**config.mk**
```make
export PLATFORM = sky130hd
export DESIGN_NAME = sudp_bus_ctl
export DESIGN_NICKNAME = d
export VERILOG_FILES = /design/src/rtl/sudp_bus_pkg.sv /design/src/rtl/sudp_bus_fifo.sv /design/src/rtl/sudp_bus_ctl.sv
export SDC_FILE = /design/constraint.sdc
export NUM_CORES = 1
export LEC_CHECK = 0
export CAP_MARGIN = 20
export CORE_MARGIN = 5
export CORE_UTILIZATION = 57
export CTS_CLUSTER_SIZE = 12
export DETAILED_ROUTE_END_ITERATION = 10
export PLACE_DENSITY_LB_ADDON = 0.2
export SYNTH_ARGS = -nofsm -noshare
export SYNTH_HDL_FRONTEND = slang
export SYNTH_HIERARCHICAL = 1
export SYNTH_SLANG_ARGS = --single-unit
```
**constraint.sdc**
```tcl
create_clock -name clk -period 3.1 [get_ports clk]
set_clock_uncertainty 0.1 [all_clocks]
set_input_delay 0.465 -clock clk [delete_from_list [all_inputs] [get_ports clk]]
set_output_delay 0.465 -clock clk [all_outputs]
set_load 0.02 [all_outputs]
```
**src/rtl/sudp_bus_pkg.sv**
```systemverilog
// Shared types and widths for the SU datapath readback-bus driver.
// Included by sudp_bus_fifo and sudp_bus_ctl.
package sudp_bus_pkg;

    localparam int DATA_W  = 32;
    localparam int BURST_W = 8;
    localparam int TURN_W  = 3;

    typedef enum logic [2:0] {
        ST_IDLE    = 3'd0,
        ST_REQ     = 3'd1,
        ST_SETUP   = 3'd2,
        ST_DRIVE   = 3'd3,
        ST_RELEASE = 3'd4
    } busState_e;

    function automatic int ptrWidth(input int depth);
        return $clog2(depth);
    endfunction

endpackage

```
**src/rtl/sudp_bus_fifo.sv**
```systemverilog
// DEPTH x 32 register FIFO holding producer words until they are driven on the bus.
// A push while full is dropped even if a pop happens in the same cycle.
module sudp_bus_fifo
    import sudp_bus_pkg::*;
#(
    parameter int DEPTH = 4
)
(
    input  logic              clk,
    input  logic              reset_l,
    input  logic              push_i,
    input  logic [DATA_W-1:0] pushData_i,
    input  logic              pop_i,
    output logic [DATA_W-1:0] head_o,
    output logic              full_o,
    output logic              empty_o
);

    localparam int PTR_W = ptrWidth(DEPTH);
    localparam logic [PTR_W:0] FULL_CNT = DEPTH[PTR_W:0];

    logic [DATA_W-1:0] mem_q [DEPTH];
    logic [PTR_W-1:0]  wrPtr_q, wrPtr_d;
    logic [PTR_W-1:0]  rdPtr_q, rdPtr_d;
    logic [PTR_W:0]    count_q, count_d;
    logic              doPush;
    logic              doPop;

    assign full_o  = (count_q == FULL_CNT);
    assign empty_o = (count_q == '0);
    assign doPush  = push_i && !full_o;
    assign doPop   = pop_i && !empty_o;
    assign head_o  = mem_q[rdPtr_q];

    always_comb begin
        wrPtr_d = wrPtr_q;
        rdPtr_d = rdPtr_q;
        count_d = count_q;
        if (doPush) wrPtr_d = wrPtr_q + 1'b1;
        if (doPop)  rdPtr_d = rdPtr_q + 1'b1;
        case ({doPush, doPop})
            2'b10:   count_d = count_q + 1'b1;
            2'b01:   count_d = count_q - 1'b1;
            default: count_d = count_q;
        endcase
    end

    always_ff @(posedge clk or negedge reset_l) begin
        if (!reset_l) begin
            wrPtr_q <= '0;
            rdPtr_q <= '0;
            count_q <= '0;
        end else begin
            wrPtr_q <= wrPtr_d;
            rdPtr_q <= rdPtr_d;
            count_q <= count_d;
        end
    end

    // Storage needs no reset: reset empties the FIFO through the pointers and count.
    always_ff @(posedge clk) begin
        if (doPush) mem_q[wrPtr_q] <= pushData_i;
    end

endmodule

```
**src/rtl/sudp_bus_ctl.sv**
```systemverilog
// Readback-bus driver: FIFO, bus request/grant FSM, burst limit and turnaround.
// Define SUDP_BUS_PARITY_EN to add the registered even-parity output bus_par.
module sudp_bus_ctl
    import sudp_bus_pkg::*;
#(
    parameter int DEPTH       = 4,
    parameter int MAX_BURST   = 8,
    parameter int TURN_CYCLES = 1
)
(
    input  logic              clk,
    input  logic              reset_l,
    input  logic              wr_valid,
    input  logic [DATA_W-1:0] wr_data,
    output logic              wr_ready,
    output logic              bus_req,
    input  logic              bus_gnt,
    output logic              bus_en,
    output logic [DATA_W-1:0] bus_data,
    output logic              bus_strobe
`ifdef SUDP_BUS_PARITY_EN
    ,
    output logic              bus_par
`endif
);

    localparam logic [BURST_W-1:0] MAX_B     = BURST_W'(MAX_BURST);
    localparam logic [TURN_W-1:0]  TURN_LAST = TURN_W'(TURN_CYCLES - 1);

    busState_e          state_q;
    logic [BURST_W-1:0] burst_q;
    logic [TURN_W-1:0]  turn_q;
    logic               req_q;
    logic               en_q;
    logic               strobe_q;
    logic [DATA_W-1:0]  data_q;

    logic [DATA_W-1:0]  fifoHead;
    logic               fifoFull;
    logic               fifoEmpty;
    logic               fifoPop;
    logic               driveGo;
    logic               loadData;

    sudp_bus_fifo #(.DEPTH(DEPTH)) uFifo (
        .clk        (clk),
        .reset_l    (reset_l),
        .push_i     (wr_valid),
        .pushData_i (wr_data),
        .pop_i      (fifoPop),
        .head_o     (fifoHead),
        .full_o     (fifoFull),
        .empty_o    (fifoEmpty)
    );

    // The word on the bus is popped at the edge that loads it, so DRIVE keeps going only
    // while another word is queued, the burst has room and the grant is still held.
    assign driveGo  = (state_q == ST_DRIVE) && !fifoEmpty && (burst_q != MAX_B) && bus_gnt;
    assign fifoPop  = (state_q == ST_SETUP) || driveGo;
    assign loadData = ((state_q == ST_REQ) && bus_gnt) || fifoPop;
    assign wr_ready = !fifoFull;

    always_ff @(posedge clk or negedge reset_l) begin
        if (!reset_l) begin
            state_q  <= ST_IDLE;
            burst_q  <= '0;
            turn_q   <= '0;
            req_q    <= 1'b0;
            en_q     <= 1'b0;
            strobe_q <= 1'b0;
            data_q   <= '0;
        end else begin
            if (loadData) data_q <= fifoHead;
            case (state_q)
                ST_IDLE: begin
                    if (!fifoEmpty) begin
                        state_q <= ST_REQ;
                        req_q   <= 1'b1;
                    end
                end
                ST_REQ: begin
                    if (bus_gnt) begin
                        state_q <= ST_SETUP;
                        en_q    <= 1'b1;
                    end
                end
                ST_SETUP: begin
                    state_q  <= ST_DRIVE;
                    strobe_q <= 1'b1;
                    burst_q  <= 8'd1;
                end
                ST_DRIVE: begin
                    if (driveGo) begin
                        burst_q <= burst_q + 8'd1;
                    end else begin
                        state_q  <= ST_RELEASE;
                        req_q    <= 1'b0;
                        en_q     <= 1'b0;
                        strobe_q <= 1'b0;
                        burst_q  <= '0;
                        turn_q   <= '0;
                    end
                end
                ST_RELEASE: begin
                    if (turn_q == TURN_LAST) state_q <= ST_IDLE;
                    else                     turn_q  <= turn_q + 1'b1;
                end
                default: state_q <= ST_IDLE;
            endcase
        end
    end

    assign bus_req    = req_q;
    assign bus_en     = en_q;
    assign bus_strobe = strobe_q;
    assign bus_data   = data_q;

`ifdef SUDP_BUS_PARITY_EN
    logic par_q;

    always_ff @(posedge clk or negedge reset_l) begin
        if (!reset_l)      par_q <= 1'b0;
        else if (loadData) par_q <= ^fifoHead;
    end

    assign bus_par = par_q;
`endif

endmodule

```
==> impl_metrics.json, run 1 <==
{
  "r2r.worst_path.cells": 12,
  "grt_pass1_vias": 3696,
  "routabilityCongestion": 0.745,
  "final_cell_mix": "edfxtp_1 (128), clkdlybuf4s50_1 (70), dfrtp_1 (54), mux2_4 (29), mux4_2 (28)",
  "path_delay_family": "adder cells",
  "grt_max_degree": 57,
  "dieArea_um2": 15300,
  "insertion_delay_ps": 420,
  "path_buf_inv": 2,
  "max-slew-margin-rel": 0.404,
  "crit_required_ps": 3330,
  "grt_pass1_wl_um": 19900,
  "crit_arrival_ps": 2950,
  "io_pins": 72,
  "maxCapViolCount": 0,
  "p_per_area_nw_per_um2": 1040,
  "status": "complete, no violations",
  "reg2reg_to": "uFifo/count_q[2]",
  "final.min_clock_period_ps": 2720,
  "cts.sinks": 184,
  "crit_fanout": 5,
  "initial_utilization": 0.583,
  "avgViaCountPerCell": 5.54,
  "critPathCaptureType": "register",
  "synth_enable_flop_cells": 128,
  "drive_gt1_frac": 0.259,
  "rrSetupSlack_ps": 380,
  "maxSlewViolCount": 0,
  "tightest_slew_ps": 895,
  "antenna_left": 0,
  "fmax_ghz": 0.367,
  "hold_buffers": 0,
  "tns_ps": 0,
  "syn-cell-area_um2": 7380,
  "ys_async_sr_fraction": 0.304,
  "antenna_found_initial": 0,
  "drc": 0,
  "synth_nets": 414,
  "syn_inst": 368,
  "ys_seq_area_frac": 0.710,
  "syn_avg_cell_area_um2": 20.1,
  "worst_slack_ps": 379,
  "cts_resized": 0,
  "ys_ff_latch": 184,
  "drt-pass1-iter-count": 4,
  "ys_types": 44,
  "root_buffer": "clkbuf_16",
  "yosysWarnings": 6,
  "core-area_um2": 12700,
  "via_count": 3539,
  "cpPeakStageDelay_ps": 400,
  "peakVddDrop_v": 0.000487,
  "drt_iter0_drc": 228,
  "nNetsFinal": 500,
  "hold_path.class": "primary input to async pin",
  "critPathKind": "register to register",
  "die_h_um": 124,
  "slowest_stage": "dfrtp_1",
  "cp-start-kind": "register",
  "clkSlewWorstSetupHoldPaths_ps": 70,
  "post_drt_wl_per_cell_um": 19.6,
  "drt_wl_total_um": 12500,
  "rows": 41,
  "worstPathCellList": "inv_1 > ha_1 > nor4b_4 > a2111oi_4 > o21bai_1 > o31a_1 > ha_1 > inv_1 > fa_1 > xor2_1 > nor2_1 > xor2_1",
  "antenna_cells": 0,
  "finalHoldViolations": 0,
  "whs_ps": 95.8,
  "portBuffers": 71,
  "dp_hpwl_um": 7570,
  "clk_path_buf_depth": 2,
  "grt_usage": 0.178,
  "area_growth_pct": 20.0,
  "setup_viol": 0,
  "power.total_mw": 9.18,
  "final_common_cell": "edfxtp_1",
  "synthFlopType": "edfxtp_1",
  "cts_tree": "yes",
  "cts_buffers": 17,
  "fin_crit_sh": 0.878,
  "post-place-ws_ps": 19.4,
  "overflow": 0,
  "cts_setup_buffers": 0,
  "r2r-start": "burst_q[0]",
  "n_fill_cell": 844,
  "die_x_um": 124,
  "cts_max_level": 4,
  "leakagePower_nw": 3.30,
  "rsz0062_at_grt": "no"
}
## cells in the mapped netlist, types with 6 or more instances
master / number / area [um^2]
ha_1: 9 / 113
mux2_4: 29 / 435
mux4_2: 28 / 631
edfxtp_1: 128 / 3840
a21oi_1: 7 / 35.0
o21ai_0: 10 / 50.1
buf_6: 6 / 67.6
nand2_1: 8 / 30.0
dfrtp_1: 56 / 1400
inv_1: 13 / 48.8
## area by class of cell
type / instances / area (um^2) / area share
inverter: 13 / 48.8 / 0.00551
timing repair buffer: 82 / 863 / 0.0975
multi-input combinational: 156 / 1940 / 0.219
clock inverter: 14 / 106 / 0.0120
sequential: 184 / 5250 / 0.592
clock buffer: 18 / 439 / 0.0496
tap: 172 / 215 / 0.0243
## flip-flops by register name (all words and copies together), names as in the netlist
name	flops
turn_q	3
uFifo/rdPtr_q	2
bus_req	1
uFifo/mem_q	128
uFifo/count_q	3
uFifo/wrPtr_q	2
burst_q	8
state_q	3
bus_strobe	1
bus_data	32
bus_en	1
## metal layers
layer	up-vias	GRT usage	wire length (um)	part of all wire
met5	-	0	0	0
met2	78	0.279	6240	0.50
met1	1837	0.239	5530	0.44
met3	15	0.0477	569	0.045
li1	1609	-	-	-
met4	0	0.0706	192	0.015
## report_power, final
| group | internal, mW | switching, mW |
|---|---|---|
| combinational | 1.89 | 1.47 |
| sequential | 3.36 | 0.484 |
| clock | 1.12 | 0.865 |
## stage by stage
step                      cell area (um^2)  utilization  std cells
final                                 8860        0.699        639
after global placement                8310        0.656        607
after floorplan                       7380            -        368
after global routing                  8860        0.699        639
after CTS                             8860        0.699        639
after detailed placement              8310        0.656        607
## worst max-delay path by stage
stage                     from               end  slack, ps  depth (start not counted)
floorplan           burst_q[0]  uFifo/count_q[2]        250                         13
global placement       bus_gnt  uFifo/count_q[2]        100                         11
detailed placement     bus_gnt  uFifo/count_q[2]         20                         11
CTS                 burst_q[0]  uFifo/count_q[2]        370                         12
global route        burst_q[0]  uFifo/count_q[2]        190                         12
finish              burst_q[0]  uFifo/count_q[2]        380                         12
## logic make-up after synthesis
group | count (synthesis) | share of synthesized area
AO/OA/AOI/OAI | 31 | 0.0310
XOR/XNOR | 9 | 0.0107
adder cells (fa/ha/maj) | 10 | 0.0180
buffers and inverters | 28 | 0.0280
flip-flops | 184 | 0.710
multiplexers | 67 | 0.167
AND/OR/NAND/NOR | 39 | 0.0346
No activity file was read; power rests on OpenSTA's default activity.
==> run 2, diff against run 1 <==
--- a/config.mk
+++ b/config.mk
@@ -8,10 +8,8 @@
 export CAP_MARGIN = 20
 export CORE_MARGIN = 5
 export CORE_UTILIZATION = 57
-export CTS_CLUSTER_SIZE = 12
 export DETAILED_ROUTE_END_ITERATION = 10
 export PLACE_DENSITY_LB_ADDON = 0.2
 export SYNTH_ARGS = -nofsm -noshare
 export SYNTH_HDL_FRONTEND = slang
-export SYNTH_HIERARCHICAL = 1
 export SYNTH_SLANG_ARGS = --single-unit
==> run 2 against run 1 <==
Effect of this change:
- sequential cell count is the same
- sequential power shrank 2%
- synthesized area shrank 1.0%
- critical endpoint is now uFifo.count_q[2]
==> impl_metrics.json, run 2 <==
{
  "peakVddDrop_v": 0.000735,
  "cts_resized": 0,
  "die_x_um": 123,
  "drt_iter0_drc": 243,
  "regMostFlops": "uFifo.mem_q",
  "synthFlopType": "edfxtp_1",
  "portBuffers": 71,
  "antenna_found_initial": 0,
  "path_delay_family": "adder cells",
  "rsz0062_at_grt": "no",
  "fmax_ghz": 0.372,
  "multi_input_area_um2": 1930,
  "drc": 0,
  "synth_top_area_frac": 0.526,
  "synth_nets": 421,
  "crit_arrival_ps": 2900,
  "antenna_cells": 0,
  "crit_required_ps": 3310,
  "register_area_um2": 5250,
  "critPathCaptureType": "register",
  "io_pins": 72,
  "slowest_stage": "or3_1",
  "tightest_slew_ps": 900,
  "synth.most_common_cell": "edfxtp_1",
  "final_cell_mix": "edfxtp_1 (128), clkdlybuf4s50_1 (70), dfrtp_1 (54), mux4_2 (32), mux2_4 (29)",
  "fin_crit_sh": 0.867,
  "final.min_clock_period_ps": 2690,
  "clk_path_buf_depth": 2,
  "grt_max_degree": 36,
  "ys_seq_area_frac": 0.718,
  "core-area_um2": 12600,
  "status": "complete, no violations",
  "syn_avg_cell_area_um2": 19.5,
  "ys_top_cells_by_count": "edfxtp_1 (128), dfrtp_1 (56), mux4_2 (32), mux2_4 (29), inv_1 (12)",
  "maxSlewViolCount": 0,
  "cts_tree": "yes",
  "tns_ps": 0,
  "ys_async_sr_fraction": 0.304,
  "initial_utilization": 0.579,
  "power.total_mw": 9.34,
  "n_fill_cell": 817,
  "drive_gt1_frac": 0.249,
  "yosysWarnings": 0,
  "crit_fanout": 5,
  "rows": 41,
  "drt-pass1-iter-count": 4,
  "avgViaCountPerCell": 5.65,
  "critPathKind": "register to register",
  "routabilityCongestion": 0.795,
  "grt_pass1_vias": 4003,
  "root_buffer": "clkbuf_16",
  "ys_types": 44,
  "die_h_um": 123,
  "leakagePower_nw": 3.31,
  "setup_viol": 0,
  "antenna_left": 0,
  "synth_enable_flop_cells": 128,
  "cts_max_level": 4,
  "final_util": 0.706,
  "insertion_delay_ps": 430,
  "post_drt_wl_per_cell_um": 20.3,
  "finalHoldViolations": 0,
  "whs_ps": 408,
  "dp_hpwl_um": 8030,
  "cts.sinks": 184,
  "path_buf_inv": 1,
  "p_per_area_nw_per_um2": 1050,
  "nNetsFinal": 506,
  "maxCapViolCount": 0,
  "via_count": 3646,
  "final_common_cell": "edfxtp_1",
  "hold_path.class": "register to register",
  "synth_area_leaders": "edfxtp_1 (53%), dfrtp_1 (19%), mux4_2 (9.9%)",
  "worstPathCellList": "or3_1 > a32oi_1 > inv_1 > ha_1 > fa_1 > xnor2_1 > nor2_1 > xor2_1",
  "grt_pass1_wl_um": 21200,
  "cts_buffers": 17,
  "syn-cell-area_um2": 7310,
  "grt_usage": 0.192,
  "clkSlewWorstSetupHoldPaths_ps": 60,
  "overflow": 0,
  "ys_ff_latch": 184,
  "area_growth_pct": 21.9,
  "max-slew-margin-rel": 0.400,
  "cp-start-kind": "register",
  "cpPeakStageDelay_ps": 480,
  "drt_wl_total_um": 13100,
  "dieArea_um2": 15200,
  "largest_reg_flops": 128,
  "yosys.area.top_type": "edfxtp_1",
  "syn_inst": 375
}
-- run 2: timing repair --
| item | CTS | global route |
|---|---|---|
| buffers inserted | 0 | 0 |
| hold buffers | 1 | 0 |
| endpoints found under the hold margin | 21 | 0 |
| endpoints found under the setup margin | 0 | 0 |
-- run 2: layout make-up --
class	count	share of cell area
Clock buffer	19	0.0486
Inverter	12	0.00505
Timing Repair Buffer	82	0.0972
Clock inverter	13	0.0195
Sequential cell	184	0.589
Multi-Input combinational cell	163	0.217
Tap cell	172	0.0242
-- run 2: worst reg2reg max path, stage by stage, from the launching register on --
cell,delay (ps)
dfrtp_1,460
or3_1,480
a32oi_1,390
inv_1,90
ha_1,250
fa_1,400
xnor2_1,190
nor2_1,80
xor2_1,140
-- run 2: power breakdown --
part / switching, mW / leakage, nW / internal [mW]
clock network: 0.914 / 0.294 / 1.28
logic: 1.51 / 1.18 / 1.85
registers: 0.422 / 1.85 / 3.36
-- run 2: per-stage QoR --
stage | area [um^2] | std cells | setup WS [ps]
after floorplan | 7310 | 375 | 610
after global placement | 8290 | 612 | 353
after detailed placement | 8290 | 612 | 268
after CTS | 8910 | 645 | 399
after global routing | 8910 | 645 | 241
final | 8910 | 645 | 413
-- run 2: cells by family (layout without fill, tap and decap cells) --
| group | count (synthesis) | after routing | synth area share |
|---|---|---|---|
| simple gates | 47 | 47 | 0.0390 |
| fa+ha+maj | 10 | 10 | 0.0181 |
| mux | 68 | 68 | 0.169 |
| xor+xnor | 5 | 5 | 0.00599 |
| flops | 184 | 184 | 0.718 |
| buf+inv | 28 | 126 | 0.0188 |
| compound gates | 33 | 33 | 0.0317 |
-- run 2: path summary, 6_finish.rpt --
kind | start | endpoint | slack [ps] | cells past startpoint
worst max-delay path | uFifo.count_q[0] | uFifo.count_q[2] | 410 | 8
worst min register to register | turn_q[0] | turn_q[0] | 410 | 1
worst min-delay path | turn_q[0] | turn_q[0] | 410 | 1
min in group asynchronous | reset_l | burst_q[5] | 480 | 2
worst max register to register | uFifo.count_q[0] | uFifo.count_q[2] | 410 | 8
max in group asynchronous | reset_l | bus_data[5] | 1700 | 3
-- run 2: metal layers --
metal / part of all wire / routed length (um) / track usage / vias to the layer above
met5: 0 / 0 / 0 / -
met4: 0.013 / 172 / 0.0685 / 0
met3: 0.044 / 575 / 0.0558 / 18
met2: 0.52 / 6760 / 0.319 / 75
met1: 0.43 / 5560 / 0.243 / 1905
li1: - / - / - / 1648
